## src/rtl/pc_sequencer.sv

```systemverilog
// -----------------------------------------------------------------------------
// pc_sequencer
//
// Owns the program counter between fetch and decode. Each cycle it selects the
// next PC from one of: sequential (PC+4), conditional branch, jump (J/JAL) or
// jump-register (JR). A conditional branch parks the sequencer in WAIT_COND
// until the ALU compare delivers its outcome. If the outcome never arrives,
// the branch is treated as not taken and a sticky timeout error is raised.
//
// Handshake: CondValid is a one-cycle qualifier for CondTaken. It is only
// consumed in WAIT_COND. Busy tells decode not to issue. Stall freezes the PC.
// The sequencer state still advances under Stall. Request inputs are level
// signals that decode keeps presenting until the PC moves past them.
//
// Ports:
//   Clk          rising-edge clock
//   Reset_n      asynchronous active-low reset
//   Stall        hold PC (pipeline hazard)
//   BranchReq    conditional branch decoded at current PC
//   BranchImm    signed word offset for the branch
//   JumpReq      J/JAL at current PC
//   JumpIndex    26-bit jump word index
//   JumpRegReq   JR at current PC
//   JumpRegAddr  JR target address
//   CondValid    branch outcome valid (single-cycle pulse)
//   CondTaken    branch outcome, qualified by CondValid
//   PC           current fetch address
//   PCPlus4      PC+4, combinational
//   Flush        one-cycle pulse the cycle after each redirect
//   Busy         high in WAIT_COND / RESOLVED
//   TimeoutErr   sticky, set when WAIT_COND times out
//   AlignErr     sticky, set on a JR target with [1:0] != 0
//   DbgState     current sequencer state (RUN=0, WAIT_COND=1, RESOLVED=2)
// -----------------------------------------------------------------------------
module pc_sequencer #(
    parameter logic [31:0] RESET_PC = 32'h0000_0000,
    parameter int          MAX_WAIT = 8,
    parameter int          CNT_W    = 4
) (
    input  logic        Clk,
    input  logic        Reset_n,
    input  logic        Stall,
    input  logic        BranchReq,
    input  logic [15:0] BranchImm,
    input  logic        JumpReq,
    input  logic [25:0] JumpIndex,
    input  logic        JumpRegReq,
    input  logic [31:0] JumpRegAddr,
    input  logic        CondValid,
    input  logic        CondTaken,
    output logic [31:0] PC,
    output logic [31:0] PCPlus4,
    output logic        Flush,
    output logic        Busy,
    output logic        TimeoutErr,
    output logic        AlignErr,
    output logic [1:0]  DbgState
);

    typedef enum logic [1:0] {
        ST_RUN       = 2'd0,
        ST_WAIT_COND = 2'd1,
        ST_RESOLVED  = 2'd2
    } state_t;

    // Last counter value that is still waited out before the timeout fires.
    localparam logic [CNT_W-1:0] CNT_LAST = CNT_W'(MAX_WAIT - 1);

    state_t           r_state;
    logic [31:0]      r_pc;
    logic [31:0]      r_br_target;
    logic [31:0]      r_fallthrough;
    logic [CNT_W-1:0] r_cnt;
    logic             r_taken;
    logic             r_flush;
    logic             r_busy;
    logic             r_timeout_err;
    logic             r_align_err;

    logic [31:0]      w_pc_plus4;
    logic [31:0]      w_br_offset;
    logic [31:0]      w_br_target;
    logic [31:0]      w_j_target;
    logic [31:0]      w_resolved_pc;

    // All target arithmetic is modulo 2^32; wrap-around is intentional.
    assign w_pc_plus4  = r_pc + 32'd4;
    assign w_br_offset = {{14{BranchImm[15]}}, BranchImm, 2'b00};
    assign w_br_target = w_pc_plus4 + w_br_offset;
    // The jump keeps the 256 MB region of the delay-slot address (PC+4).
    assign w_j_target  = {w_pc_plus4[31:28], JumpIndex, 2'b00};

    // PC chosen by a latched outcome when leaving RESOLVED.
    assign w_resolved_pc = r_taken ? r_br_target : r_fallthrough;

    always_ff @(posedge Clk or negedge Reset_n) begin
        if (!Reset_n) begin
            r_state       <= ST_RUN;
            r_pc          <= RESET_PC;
            r_br_target   <= 32'd0;
            r_fallthrough <= 32'd0;
            r_cnt         <= '0;
            r_taken       <= 1'b0;
            r_flush       <= 1'b0;
            r_busy        <= 1'b0;
            r_timeout_err <= 1'b0;
            r_align_err   <= 1'b0;
        end else begin
            // Flush is a single-cycle pulse; only a redirect edge re-arms it.
            r_flush <= 1'b0;

            case (r_state)
                ST_RUN: begin
                    // Under Stall every request is dropped; decode re-presents it.
                    if (!Stall) begin
                        if (JumpRegReq) begin
                            r_pc    <= JumpRegAddr;
                            r_flush <= 1'b1;
                            // The misaligned address is still loaded; the error
                            // is reported, not corrected.
                            if (JumpRegAddr[1:0] != 2'b00) begin
                                r_align_err <= 1'b1;
                            end
                        end else if (JumpReq) begin
                            r_pc    <= w_j_target;
                            r_flush <= 1'b1;
                        end else if (BranchReq) begin
                            // Capture both possible next PCs now so that the
                            // outcome can be applied without re-reading inputs.
                            r_br_target   <= w_br_target;
                            r_fallthrough <= w_pc_plus4;
                            r_cnt         <= '0;
                            r_state       <= ST_WAIT_COND;
                            r_busy        <= 1'b1;
                        end else begin
                            r_pc <= w_pc_plus4;
                        end
                    end
                end

                ST_WAIT_COND: begin
                    if (CondValid) begin
                        // A valid outcome beats a coinciding timeout.
                        if (Stall) begin
                            r_taken <= CondTaken;
                            r_state <= ST_RESOLVED;
                        end else begin
                            r_pc    <= CondTaken ? r_br_target : r_fallthrough;
                            r_flush <= CondTaken;
                            r_state <= ST_RUN;
                            r_busy  <= 1'b0;
                        end
                    end else if (r_cnt == CNT_LAST) begin
                        // Timeout: fall through as if not taken.
                        r_timeout_err <= 1'b1;
                        if (Stall) begin
                            r_taken <= 1'b0;
                            r_state <= ST_RESOLVED;
                        end else begin
                            r_pc    <= r_fallthrough;
                            r_state <= ST_RUN;
                            r_busy  <= 1'b0;
                        end
                    end else begin
                        r_cnt <= r_cnt + 1'b1;
                    end
                end

                ST_RESOLVED: begin
                    // Outcome already known; only the stall holds us here.
                    if (!Stall) begin
                        r_pc    <= w_resolved_pc;
                        r_flush <= r_taken;
                        r_state <= ST_RUN;
                        r_busy  <= 1'b0;
                    end
                end

                default: begin
                    r_state <= ST_RUN;
                    r_busy  <= 1'b0;
                end
            endcase
        end
    end

    assign PC         = r_pc;
    assign PCPlus4    = w_pc_plus4;
    assign Flush      = r_flush;
    assign Busy       = r_busy;
    assign TimeoutErr = r_timeout_err;
    assign AlignErr   = r_align_err;
    assign DbgState   = r_state;

endmodule
```

## config.mk

```make
export PLATFORM = sky130hd
export DESIGN_NAME = pc_sequencer
export DESIGN_NICKNAME = d
export VERILOG_FILES = /design/src/rtl/pc_sequencer.sv
export SDC_FILE = /design/constraint.sdc
export NUM_CORES = 1
export LEC_CHECK = 0
export CAP_MARGIN = 0
export CORE_ASPECT_RATIO = 2
export CORE_UTILIZATION = 56
export CTS_BUF_LIST = sky130_fd_sc_hd__clkbuf_4
export DETAILED_ROUTE_END_ITERATION = 8
export DONT_BUFFER_PORTS = 1
export PLACE_DENSITY = 0.7
export SYNTH_ARGS = -nofsm -noshare
export SYNTH_HDL_FRONTEND = slang
export SYNTH_SLANG_ARGS = --single-unit
```

## constraint.sdc

```tcl
create_clock -name Clk -period 5.72 [get_ports Clk]
set_clock_uncertainty 0.1 [all_clocks]
set_input_delay 0 -clock Clk [delete_from_list [all_inputs] [get_ports Clk]]
set_output_delay 0 -clock Clk [all_outputs]
set_load 0.005 [all_outputs]
```

==> results.yml <==
outcome:
  outcome: "finished with violations"
  failed_checks: "hold timing"
floorplanning:
  core_area_um2: 12600
  top_level_ports: 152
  die_height_um: 163
  die_x_um: 82.3
  start_util_pct: 57.5
  rows: 58
  dieArea_um2: 13400
hold_path:
  min_path_type: "primary input to asynchronous set/reset pin"
route:
  viasPerCell: 6.64
  drt.antenna.violating_nets: 0
  firstDrtPassIters: 7
  num_vias: 6730
  drt-initial-drc-count: 551
  drt-total-wl_um: 22100
  route.detailed.drc: 0
  wl_per_cell_um: 21.8
placed_design:
  routabilityCongestion: 0.940
  port_buffers: 0
  place_area_um2: 7280
  hpwl_um: 15500
sta:
  rsz0062_at_grt: "no"
  period_minus_slack_ns: 4.59
  final.setup.tns_ns: 0
  finalMaxSlewViolations: 0
  slew_headroom_pct: 46.9
  hold_ws_ns: -0.0197
  hold_viol: 13
  final-setup-viol-count: 0
  post-route-period-util_pct: 80.3
  tightest_slew_ns: 0.794
  max_freq_ghz: 0.218
clock_network:
  cts-buffers-inserted: 9
  htreeDepth: 3
  cts_root_buf: "clkbuf_4"
  cts.sinks: 105
  cts_setup_buffers: 0
  clk_pin_slew_worst_paths_ns: 0.17
  clock_path_buffers: 2
  hold_buffers: 90
  cts_tree: "done"
  clk_latency_ns: 0.48
  ctsResizeCount: 0
logic_synthesis:
  yosys_most_used_dff: "dfrtp_1"
  synth_edf_count: 0
  yosysWarningCount: 0
  yosysSeqAreaShare_pct: 36.4
  syn_area_um2: 7210
  synth_largest_area_cell: "dfrtp_1"
  synthArstFlopShare_pct: 100
  synth.most_common_cell: "nand2_1"
  syn_area_per_cell_um2: 9.07
  syn_inst: 795
  synth.area.top_cells: "dfrtp_1, ha_1, mux2_2"
  synth_top_area_share_pct: 36.4
  yosys-top-cells-count: "nand2_1, dfrtp_1, a21oi_1, o21ai_0"
  synth_fp_nets: 919
  ys_types: 65
  synth-seq-cells: 105
power:
  p_total_mw: 4.63
  sw_frac_of_total_pct: 47.9
  p_leak_nw: 3.57
  p_switching_mw: 2.21
  max-vdd-ir-drop_v: 0.000367
  internal_power_mw: 2.41
  power_density_nw_per_um2: 554
  combPwrFrac_pct: 59.6
  clock_power_share_pct: 8.6
  seq_power_share_pct: 31.8
grt:
  grt_overflow: 0
  antenna_found_initial: 2
  grt_max_degree: 106
  grt_pass1_wl_um: 34500
  grt_pass1_vias: 6823
  track_usage_pct: 34.3
layout:
  final_area_um2: 8350
  finalNetCount: 981
  syn2layout_area_growth_pct: 15.7
  drive_gt1_share_pct: 9.05
worst_setup_path:
  cp.required_ns: 5.96
  crit_type: "flop to flop"
  critPathLaunchType: "flop"
  critical_path.endpoint_type: "flop"
  cp.arrival_ns: 4.83
  critPathMaxFanout: 8
run:
  cap_violations: 0
-- power groups by stage --
stage	sequential [mW]	combinational, mW	clock (mW)
6_report	1.47	2.76	0.399
3_5_place_dp	1.48	2.45	0
4_1_cts	1.46	2.69	0.399
2_1_floorplan	1.36	1.92	0
3_3_place_gp	1.46	2.38	0
5_1_grt	1.53	3.02	0.428
-- layout make-up --
| cell class | instances | area [um^2] |
|---|---|---|
| Antenna cell | 2 | 5.00 |
| Timing Repair Buffer | 97 | 971 |
| Fill cell | 1030 | 4210 |
| Inverter | 13 | 48.8 |
| Sequential cell | 105 | 2630 |
| Clock inverter | 7 | 76.3 |
| Tap cell | 150 | 188 |
| Clock buffer | 9 | 67.6 |
| Multi-Input combinational cell | 631 | 4370 |
-- worst max-delay path: stages, from the launching register on --
cell and delay, ns:
dfrtp_1 0.54, ha_1 0.24, nand3_1 0.12, nor2_1 0.26, and4_1 0.35, nor2b_1 0.40, nand2_1 0.18, xnor2_1 0.58
ha_1 0.36, a21oi_1 0.23, o21ai_0 0.14, or2_2 0.30, o21ai_1 0.23, a31oi_1 0.16, xnor2_1 0.20, o21ai_1 0.07
-- per-stage QoR --
stage	setup WS, ns	std cells	util [%]
floorplan	2.09	795	-
global placement	1.33	906	58.0
detailed placement	1.24	906	58.0
CTS	1.20	1012	66.5
global route	0.843	1014	66.5
finish	1.13	1014	66.5
-- final timing paths --
| kind | start | end | slack, ns | cells after the start |
|---|---|---|---|---|
| setup / recovery | PC[2]$_DFFE_PN0P_ | r_br_target[31]$_DFFE_PN0P_ | 1.13 | 15 |
| setup reg to reg | PC[2]$_DFFE_PN0P_ | r_br_target[31]$_DFFE_PN0P_ | 1.13 | 15 |
| hold reg to reg | r_fallthrough[2]$_DFFE_PN0P_ | r_fallthrough[2]$_DFFE_PN0P_ | 0.41 | 2 |
| hold / removal | Reset_n | r_br_target[3]$_DFFE_PN0P_ | -0.02 | 2 |
| max in group asynchronous | Reset_n | r_br_target[26]$_DFFE_PN0P_ | 5.13 | 2 |
| min in group Clk | BranchReq | PC[24]$_DFFE_PN0P_ | 0.05 | 5 |
-- registers in the layout, summed over array words and instances, names as in the netlist, 2 cells and up --
signal	cells
PC	32
r_br_target	32
r_fallthrough	30
r_cnt	4
DbgState	2
-- routing by layer --
metal | part of all wire (%) | global-route usage (%) | wire length [um] | up-vias
met5 | 0 | 0.417 | 0 | -
met1 | 36 | 37.3 | 8020 | 3273
li1 | - | - | - | 3050
met3 | 7.4 | 8.91 | 1640 | 82
met4 | 4.8 | 21.5 | 1060 | 0
met2 | 52 | 57.2 | 11400 | 325
-- cells in the final DEF, fill, tap and decap left out, drive strengths merged, types with 19 or more instances in the layout --
| master | n |
|---|---|
| mux2 | 46 |
| dlygate4sd3 | 89 |
| xor2 | 24 |
| nand2 | 109 |
| xnor2 | 32 |
| o21ai | 84 |
| a21oi | 52 |
| nor2 | 43 |
| dfrtp | 105 |
| ha | 41 |
| nand3 | 19 |
| a221o | 20 |
-- kinds of logic after synthesis --
family / after synthesis / synth area share (%)
AOI/OAI and AO/OA: 256 / 23.4
and+or+nand+nor: 226 / 14.4
DFF: 105 / 36.4
buffers and inverters: 59 / 3.30
xor gates and xnor gates: 56 / 7.27
muxes: 51 / 7.87
adders and majority gates: 42 / 7.39
(Power assumes the default switching activity.)
